### src/rtl/writeback_stage.sv
// Final pipeline stage: selects writeback data (ALU, memory or input FIFO) and
// registers the register-file write, output-port write and PC redirect strobes.
module writeback_stage #(
  parameter int DATA_WIDTH = 16,
  parameter int IN_DEPTH   = 2
) (
  input  logic                  CLK,
  input  logic                  RST,
  input  logic                  input_IN,
  input  logic                  wren_IN,
  input  logic [2:0]            writeAd_IN,
  input  logic                  ADR_MUX_IN,
  input  logic                  write_IN,
  input  logic                  PC_load_IN,
  input  logic [DATA_WIDTH-1:0] alu_result_IN,
  input  logic [DATA_WIDTH-1:0] mem_data_IN,
  input  logic [DATA_WIDTH-1:0] in_data,
  input  logic                  in_valid,
  output logic                  in_ready,
  output logic                  stall_OUT,
  output logic                  regWrite_OUT,
  output logic [2:0]            regAd_OUT,
  output logic [DATA_WIDTH-1:0] regData_OUT,
  output logic                  out_valid_OUT,
  output logic [DATA_WIDTH-1:0] out_data_OUT,
  output logic                  pc_load_OUT,
  output logic [DATA_WIDTH-1:0] pc_target_OUT,
  output logic [15:0]           retire_count_OUT
);

  localparam int PTR_W = (IN_DEPTH > 1) ? $clog2(IN_DEPTH) : 1;
  localparam int CNT_W = $clog2(IN_DEPTH + 1);
  localparam logic [CNT_W-1:0] FULL_CNT = CNT_W'(IN_DEPTH);
  localparam logic [PTR_W-1:0] LAST_PTR = PTR_W'(IN_DEPTH - 1);

  logic [DATA_WIDTH-1:0] fifo_mem [IN_DEPTH];
  logic [PTR_W-1:0]      rd_ptr;
  logic [PTR_W-1:0]      wr_ptr;
  logic [CNT_W-1:0]      occ;
  logic                  fifo_empty;
  logic                  fifo_full;
  logic                  push;
  logic                  pop;

  logic                  vld_p0;
  logic                  active_p0;
  logic [DATA_WIDTH-1:0] sel_data_p0;

  function automatic logic [DATA_WIDTH-1:0] select_data(
    input logic                  from_fifo,
    input logic                  from_mem,
    input logic [DATA_WIDTH-1:0] head,
    input logic [DATA_WIDTH-1:0] mem,
    input logic [DATA_WIDTH-1:0] alu
  );
    if (from_fifo) return head;
    else if (from_mem) return mem;
    else return alu;
  endfunction

  function automatic logic [PTR_W-1:0] next_ptr(input logic [PTR_W-1:0] p);
    return (p == LAST_PTR) ? '0 : p + PTR_W'(1);
  endfunction

  // ---- stage p0: FIFO status, stall and data select (combinational) ----
  assign fifo_empty = (occ == '0);
  assign fifo_full  = (occ == FULL_CNT);
  assign in_ready   = !fifo_full;
  assign push       = in_valid && !fifo_full;

  // A word pushed into an empty FIFO is only visible next cycle: no bypass.
  assign stall_OUT   = input_IN && fifo_empty;
  assign vld_p0      = !stall_OUT;
  assign pop         = vld_p0 && input_IN;
  assign active_p0   = wren_IN || write_IN || PC_load_IN;
  assign sel_data_p0 = select_data(input_IN, ADR_MUX_IN, fifo_mem[rd_ptr],
                                   mem_data_IN, alu_result_IN);

  always_ff @(posedge CLK) begin
    if (push) fifo_mem[wr_ptr] <= in_data;
  end

  always_ff @(posedge CLK or posedge RST) begin
    if (RST) begin
      rd_ptr <= '0;
      wr_ptr <= '0;
      occ    <= '0;
    end else begin
      if (push) wr_ptr <= next_ptr(wr_ptr);
      if (pop)  rd_ptr <= next_ptr(rd_ptr);
      case ({push, pop})
        2'b10:   occ <= occ + CNT_W'(1);
        2'b01:   occ <= occ - CNT_W'(1);
        default: occ <= occ;
      endcase
    end
  end

  // ---- stage p1: registered writeback strobes, data and retire counter ----
  always_ff @(posedge CLK or posedge RST) begin
    if (RST) begin
      regWrite_OUT  <= 1'b0;
      out_valid_OUT <= 1'b0;
      pc_load_OUT   <= 1'b0;
    end else if (vld_p0) begin
      regWrite_OUT  <= wren_IN;
      out_valid_OUT <= write_IN;
      pc_load_OUT   <= PC_load_IN;
    end else begin
      regWrite_OUT  <= 1'b0;
      out_valid_OUT <= 1'b0;
      pc_load_OUT   <= 1'b0;
    end
  end

  // Data outputs hold across stalls so the last written values stay observable.
  always_ff @(posedge CLK or posedge RST) begin
    if (RST) begin
      regAd_OUT     <= '0;
      regData_OUT   <= '0;
      out_data_OUT  <= '0;
      pc_target_OUT <= '0;
    end else if (vld_p0) begin
      regAd_OUT     <= writeAd_IN;
      regData_OUT   <= sel_data_p0;
      out_data_OUT  <= sel_data_p0;
      pc_target_OUT <= sel_data_p0;
    end
  end

  always_ff @(posedge CLK or posedge RST) begin
    if (RST) retire_count_OUT <= '0;
    else if (vld_p0 && active_p0) retire_count_OUT <= retire_count_OUT + 16'd1;
  end

endmodule

### config.mk
export PLATFORM = sky130hd
export DESIGN_NAME = writeback_stage
export DESIGN_NICKNAME = d
export VERILOG_FILES = /design/src/rtl/writeback_stage.sv
export SDC_FILE = /design/constraint.sdc
export NUM_CORES = 1
export LEC_CHECK = 0
export ABC_AREA = 1
export CELL_PAD_IN_SITES_DETAIL_PLACEMENT = 1
export CELL_PAD_IN_SITES_GLOBAL_PLACEMENT = 2
export CORE_ASPECT_RATIO = 1.2
export CORE_UTILIZATION = 26
export CTS_CLUSTER_SIZE = 14
export DETAILED_ROUTE_END_ITERATION = 8
export PLACE_DENSITY = 0.83
export SYNTH_ARGS = -nofsm -noshare
export SYNTH_HDL_FRONTEND = slang
export SYNTH_SLANG_ARGS = --single-unit
### constraint.sdc
create_clock -name CLK -period 2.3 [get_ports CLK]
set_clock_uncertainty 0.05 [all_clocks]
set_input_delay 0.23 -clock CLK [delete_from_list [all_inputs] [get_ports CLK]]
set_output_delay 0.23 -clock CLK [all_outputs]
set_load 0.02 [all_outputs]
== Word level (Yosys, flattened, before mapping) ==
Memories as Yosys holds them, arrays and structs flattened.
Cells that the tools add are included.
W data, S select, Z words.
Storage, ports and cells
  flip-flop bits (word level): 42
  bits in writable memories: 32
  input port bits: 59
  output and inout port bits: 72
  word-level logic and storage cells: 38
  memories kept: 1
Cells by class
  add/subtract/negate cells: 5
  eq/ne operators: 3
  multiplexer cells: 10
  reduce and logical (&&, ||, !) cells: 10
Memories
  fifo_mem: depth 2, width 16, read ports 1, clocked after Yosys merged registers in 0, wr ports 1, line 36  | logic [DATA_WIDTH-1:0] fifo_mem [IN_DEPTH];
Operators with widths (number)
  $mux W16: 2
  $add A16 B1 Y16 const B: 1
  $mux W1: 7
  $eq A2 B2 Y1 const B: 2
  $logic_and A1 B1 Y1: 4
  $pmux W2 S2: 1
  $add A1 B1 Y1 const B: 2
  $add A2 B1 Y2 const B: 1
  $eq A2 B1 Y1 const B: 1
  $logic_not A1 Y1: 2
  $logic_not A2 Y1: 1
  $logic_or A1 B1 Y1: 2
  $reduce_bool A2 Y1: 1
  $sub A2 B1 Y2 const B: 1

== Depth between registers and ports, before layout ==
Gate-level depths: netlist of the first run.
  depth in word-level cells: 6
  mapped depth: 8
  gate-level depth less buffers: 8

== Worst setup path before layout of the first run ==
OpenSTA, ideal clock, no wires.
  kind: register to register
  start: register occ[0]
  end: memory fifo_mem[1][0] (enable)
  library setup time: 0.390 ns
  arrival: 1.539 ns
  required time: 1.860 ns
  slack: 0.321 ns
  stages on the path, launching flop included: 5
  buffers on the path: 0
  clock period less this slack: 1.979 ns
  cell sequence: dfrtp_1 inv_1 nand2_1 nand2_1 nor2_1
On the way
  longest elaborated chain between the ends: 5
RTL lines
  from (decl): line 39  | logic [CNT_W-1:0] occ;
  from (signal assigned): line 92  | 2'b10: occ <= occ + CNT_W'(1);
  from (signal assigned): line 93  | 2'b01: occ <= occ - CNT_W'(1);
  $eq A2 B2 Y1: line 67  | assign fifo_full = (occ == FULL_CNT);
  $logic_not A1 Y1
  named net in_ready: line 19  | output logic in_ready,
  $logic_and A1 B1 Y1: line 69  | assign push = in_valid && !fifo_full;
  $mux W1: line 80  | if (push) fifo_mem[wr_ptr] <= in_data;
  $mux W1 (not written as such): line 80
  to (decl): line 36
The timed path passes the listed nets, and every way through them passes these cells.

== Final worst setup path of the first run ==
  start: register occ[0]
  end: output port stall_OUT
On the way
  longest elaborated chain between the ends: 2
RTL lines
  $logic_not A2 Y1: line 66  | assign fifo_empty = (occ == '0);
  $logic_and A1 B1 Y1: line 72  | assign stall_OUT = input_IN && fifo_empty;
  to (decl): line 20  | output logic stall_OUT,
No other way between the ends.

==> key figures, run 1 <==
Outcome
  – Status: completed

Critical path
  – Crit. End Element: output pin
  – Crit path max fanout: 8
  – Required time worst endpoint: 2020 ps
  – Worst Setup Start Kind: flop
  – Worst EP arrival: 1770 ps
  – R2R Setup Slk: 620 ps
  – Buffers and inverters on the worst path: 2
  – Sequence of cells on the critical path: nor2_2 > nand2_4 > inv_2 > clkdlybuf4s50_1
  – WS Path Type: flop to output pin
  – Top Family by Delay on Critical Path: buffers and inverters
  – Slowest cell on crit path: clkdlybuf4s50_1
  – Slowest cell delay on critical path: 590 ps

STA
  – Post-layout min period: 2050 ps
  – Max-slew violation count: 0
  – Max_slew headroom: 61.5%
  – Share of the cycle needed by the critical path after routing: 89.1%
  – Final hold vios: 0
  – Max Fclk: 488 MHz
  – Setup TNS: 0 ps
  – RSZ-0062 raised after global routing: no
  – Final setup fails: 0
  – Worst-margin pin slew: 577 ps

Synth
  – XOR/XNOR share of the synthesized area: 2.42%
  – Async SR Flop Fraction: 56.8%
  – Synth Cell Area: 3570 um2
  – Largest family of logic cells by synthesized area: simple AND/OR/NAND/NOR gates
  – Top post-synthesis cells by count: nand2_1 (115), nor2_1 (51), dfrtp_1 (42), buf_4 (32), edfxtp_1 (32)
  – Synth warn: 0
  – Synth top area cells: dfrtp_1 (29%), edfxtp_1 (27%), nand2_1 (12%), buf_4 (6.7%), nor2_1 (5.4%)
  – Avg Cell Area, Syn: 9.44 um2
  – Post-synthesis mux area share: 0%
  – Yosys cell types: 31
  – Net Count, Synth: 439
  – Synth top area share: 29.4%
  – Synth Area in Compound Gates: 7.40%
  – Number of synthesized flops with an enable pin: 32
  – Post-Synth Simple-Gate Area: 22.1%
  – Synth area leader: dfrtp_1
  – Seq cells post-synth: 74
  – Mapped Cells: 378
  – Post-synthesis adder-cell area fraction: 0.701%
  – Post-synth top flop: dfrtp_1
  – Most common cell in the netlist: nand2_1
  – Seq/Total Area, Yosys: 56.4%

Final layout
  – Final net count: 546
  – Diodes inserted: 0
  – Share of layout cells above drive strength 1: 6.12%
  – Area added between synthesis and finish: 43.5%

Clock network
  – Clock latency on the worst-skew pair: 330 ps
  – Number of CTS-inserted buffers: 9
  – CTS tree: built
  – # hold bufs at CTS: 0
  – Clock Path Buffers: 2
  – Root Buffer: clkbuf_16
  – PostCTS Resize Cnt: 0
  – Clock sink total: 74
  – Post-CTS setup buffers: 0
  – H-tree levels: 3
  – Clock Pin Slew Worst Setup and Hold Paths: 60 ps

Placed design
  – PortBufs: 130
  – Final HPWL DP: 7720 um
  – GP Congestion: 0.768

Floorplan
  – Die Ht: 130 um
  – FP Rows: 46
  – Initial Utilization: 26.8%
  – Area of the core: 13300 um2
  – Io pins: 131
  – Die width: 109 um
  – Die area: 14200 um2

Pwr
  – VDD IR-drop max: 0.587 mV
  – Total power: 5990 uW
  – Pleak: 0.00211 uW
  – Pwr Density: 1170 nW/um2

Routing
  – Final ANT Viol Nets: 0
  – Via/cell ratio: 4.40
  – Drt first pass iters: 4
  – Initial drt markers: 89
  – Routed len/inst: 15.1 um
  – Final WL: 9900 um
  – Vias: 2897
  – Drt drc: 0

GRT
  – First-pass GRT wire length: 15200 um
  – Tot GR Track Use: 14.4%
  – Overflow after GRT: 0
  – Vias in the first global route: 3043
  – Initial antenna violation count: 0
  – Largest net degree at the start of global routing: 27

Hold path
  – Hold crit path type: input pin to async pin

Run
  – Max_cap viols: 0
## placed cells by master, fill, tap and decap left out, types with 7 or more instances in the layout
cell / instances
clkdlybuf4s50_1: 130
nand2_1: 115
nor2_1: 51
dfrtp_1: 42
edfxtp_1: 32
o21ai_0: 23
inv_1: 18
o211ai_1: 14
clkbuf_16: 9
nand3b_1: 7
buf_4: 7
## layout make-up
class | instances | area, um2
Clock buffer | 12 | 236
Clock inverter | 4 | 43.8
Fill cell | 1540 | 8170
Inverter | 22 | 82.6
Multi-Input combinational cell | 240 | 1160
Sequential cell | 74 | 2010
Tap cell | 168 | 210
Timing Repair Buffer | 138 | 1370
## routing by layer
layer  global-route usage (%)  vias up  routed length [um]  share of wire [%]
met4                     5.56        0                 205                2.1
li1                         -     1408                   -                  -
met5                        0        -                   0                  0
met1                     16.5     1396                4090                 41
met3                     3.25       14                 409                4.1
met2                     25.8       79                5200                 53
## path summary, 6_finish.rpt
path	from	cells after the start	to
worst min register to register	regAd_OUT[2]	2	regAd_OUT[2]
max in group asynchronous	RST	3	pc_target_OUT[15]
min in group CLK	writeAd_IN[0]	3	regAd_OUT[0]
worst max register to register	occ[0]	6	occ[1]
worst min-delay path	RST	2	retire_count_OUT[11]
worst max-delay path	occ[0]	4	stall_OUT
## through the flow
step | hold WS (ps) | std cells | area, um2 | util [%] | worst slack [ps]
global route | 243 | 658 | 5120 | 38.5 | 160
detailed placement | 412 | 642 | 4840 | 36.4 | 278
floorplan | 279 | 378 | 3570 | - | 321
CTS | 210 | 658 | 5120 | 38.5 | 228
finish | 197 | 658 | 5120 | 38.5 | 252
global placement | 415 | 642 | 4840 | 36.4 | 351
## flip-flops by register name, summed over array words and instances (netlist names)
| register | flops |
|---|---|
| fifo_mem | 32 |
| retire_count_OUT | 16 |
| occ | 2 |
| wr_ptr | 1 |
| pc_load_OUT | 1 |
| out_valid_OUT | 1 |
| regAd_OUT | 3 |
| regWrite_OUT | 1 |
| rd_ptr | 1 |
| pc_target_OUT | 16 |
## power breakdown
group / internal, uW / leakage, uW / switching [uW]
Clock: 834 / 0.000138 / 513
Combinational: 1140 / 0.00116 / 1410
Sequential: 1780 / 0.000810 / 316
Total: 3750 / 0.00211 / 2240
## kinds of logic (layout without fill, tap and decap cells)
family	after synthesis	in the layout
and+or+nand+nor	185	185
DFF	74	74
buffers and inverters	64	176
AOI/OAI and AO/OA	44	44
xor gates and xnor gates	9	9
adders and majority gates	2	2
Note: power is estimated with default switching activity, not from simulation.
==> run 2: changes to the inputs <==
--- a/config.mk
+++ b/config.mk
@@ -13,6 +13,7 @@
 export CTS_CLUSTER_SIZE = 14
 export DETAILED_ROUTE_END_ITERATION = 8
 export PLACE_DENSITY = 0.83
+export REMOVE_ABC_BUFFERS = 1
 export SYNTH_ARGS = -nofsm -noshare
 export SYNTH_HDL_FRONTEND = slang
 export SYNTH_SLANG_ARGS = --single-unit
==> run 2 against run 1 <==
Net effect: non-clock buffer count up 1; largest power group unchanged; combinational power about the same; first-iteration DRC count down 17%; critical path type unchanged; via count up 1.4%.
==> key figures, run 2 (synthesis gave the netlist of run 1 again) <==
Critical path
  – R2r endpoint: occ[1]
  – Worst setup path start: occ[0]
  – Slowest cell delay on critical path: 590 ps
  – Worst Setup Start Kind: flop
  – Crit. End Element: output pin
  – Slowest cell on crit path: clkdlybuf4s50_1
  – Sequence of cells on the critical path: nor2_2 > nand2_4 > inv_2 > clkdlybuf4s50_1
  – R2R Setup Slk: 630 ps
  – WS Path Type: flop to output pin
  – Worst setup path end: stall_OUT
  – R2R Path Start: occ[0]
  – Worst EP arrival: 1760 ps
  – Required time worst endpoint: 2020 ps
  – Crit path max fanout: 8
  – Cells on worst reg2reg path: 6

Clock network
  – PostCTS Resize Cnt: 0
  – CTS tree: built
  – Root Buffer: clkbuf_16
  – Post-CTS setup buffers: 0
  – Clock Path Buffers: 2
  – H-tree levels: 3
  – Clock sink total: 74
  – Clock latency on the worst-skew pair: 330 ps
  – # hold bufs at CTS: 0
  – Number of CTS-inserted buffers: 9
  – Clock Pin Slew Worst Setup and Hold Paths: 60 ps

STA
  – RSZ-0062 raised after global routing: no
  – Final setup fails: 0
  – Post-layout min period: 2040 ps
  – Max Fclk: 491 MHz
  – Worst-margin pin slew: 594 ps
  – Max_slew headroom: 60.4%
  – Setup TNS: 0 ps
  – Final hold vios: 0
  – Share of the cycle needed by the critical path after routing: 88.6%
  – Max-slew violation count: 0
  – Hold WS: 162 ps

GRT
  – Tot GR Track Use: 15.2%
  – Largest net degree at the start of global routing: 27
  – Overflow after GRT: 0
  – Initial antenna violation count: 0
  – Vias in the first global route: 3121
  – First-pass GRT wire length: 15900 um

Final layout
  – Diodes inserted: 0
  – Area added between synthesis and finish: 44.2%
  – Final net count: 547
  – Commonest non-fill, non-tap cell in the layout: clkdlybuf4s50_1
  – Filler Cell Count: 1530
  – Non-Filler Instances: 658
  – Most frequent cells in the layout: clkdlybuf4s50_1 (130), nand2_1 (115), nor2_1 (51)
  – Share of layout cells above drive strength 1: 6.73%
  – Max FFs per register: 32
  – Design area: 5150 um2
  – Largest regs: fifo_mem: 32 flops, pc_target_OUT: 16 flops, retire_count_OUT: 16 flops
  – Most flops, register: fifo_mem

Hold path
  – Hold crit path type: input pin to async pin

Floorplan
  – FP Rows: 46
  – Area of the core: 13300 um2
  – Die area: 14200 um2
  – Io pins: 131
  – Initial Utilization: 26.8%
  – Die width: 109 um
  – Die Ht: 130 um

Routing
  – Final ANT Viol Nets: 0
  – Final WL: 9990 um
  – Initial drt markers: 74
  – Vias: 2937
  – Routed len/inst: 15.2 um
  – Drt drc: 0
  – Drt first pass iters: 4
  – Via/cell ratio: 4.46

Pwr
  – Combinational share of power: 41.8%
  – VDD IR-drop max: 0.488 mV
  – Pwr Density: 1190 nW/um2
  – Sw Ratio: 36.9%
  – Internal power: 3850 uW
  – Total power: 6100 uW
  – P_sw: 2250 uW
  – Sequential power share: 34.1%
  – Pleak: 0.00212 uW
  – Clk pwr share: 24.2%

Placed design
  – Placed insts: 643
  – PortBufs: 130
  – Placed cell areas: 4840 um2
  – GP Congestion: 0.759
  – Final HPWL DP: 7610 um

Outcome
  – Status: completed

Run
  – Max_cap viols: 0
==> run 2: changes by cell type in the layout (fill, tap and decap cells not counted), sizes merged <==
cell,before,now
clkbuf,12,9
clkinv,4,5
bufinv,1,2
buf,8,9
==> run 2: cell type report <==
class	instances	area, um2	share of cell area, %
Clock buffer	9	225	4.38
Clock inverter	6	82.6	1.60
Inverter	22	82.6	1.60
Multi-Input combinational cell	240	1160	22.6
Sequential cell	74	2010	39.1
Tap cell	168	210	4.08
Timing Repair Buffer	139	1370	26.6
==> run 2: how the worst min path moves through the flow <==
stage                 startpoint  depth (start not counted)        endpoint
global placement    regAd_OUT[2]                          2    regAd_OUT[2]
global route                 RST                          2   out_valid_OUT
finish                       RST                          2    regAd_OUT[2]
floorplan             in_data[0]                          0  fifo_mem[0][0]
detailed placement  regAd_OUT[1]                          2    regAd_OUT[1]
CTS                          RST                          2    regWrite_OUT
==> run 2: power by group through the flow <==
stage	combinational (uW)	sequential, uW	clock, uW
final	2550	2080	1480
after global routing	2770	2140	1580
after detailed placement	2580	2110	0
after global placement	2520	2090	0
after floorplan	741	2600	0
after CTS	2590	2090	1530
==> run 2: worst max-delay path: cells and delay by family, from the launching register on <==
family        cells  cell delay (ps)
buf+inv           2              670
flops             1              450
simple gates      2              300
==> run 2: routing by layer <==
metal  global-route usage, %  vias up  wire length, um
met5                       0        -                0
met4                    6.36        0              176
met3                    3.00       13              359
met2                    28.0       74             5490
met1                    16.8     1441             3970
li1                        -     1409                -
==> run 2: metrics by stage <==
| step | worst slack (ps) | utilization [%] |
|---|---|---|
| 6_report | 262 | 38.7 |
| 4_1_cts | 230 | 38.7 |
| 5_1_grt | 155 | 38.7 |
| 3_5_place_dp | 403 | 36.4 |
| 2_1_floorplan | 321 | - |
| 3_3_place_gp | 404 | 36.4 |
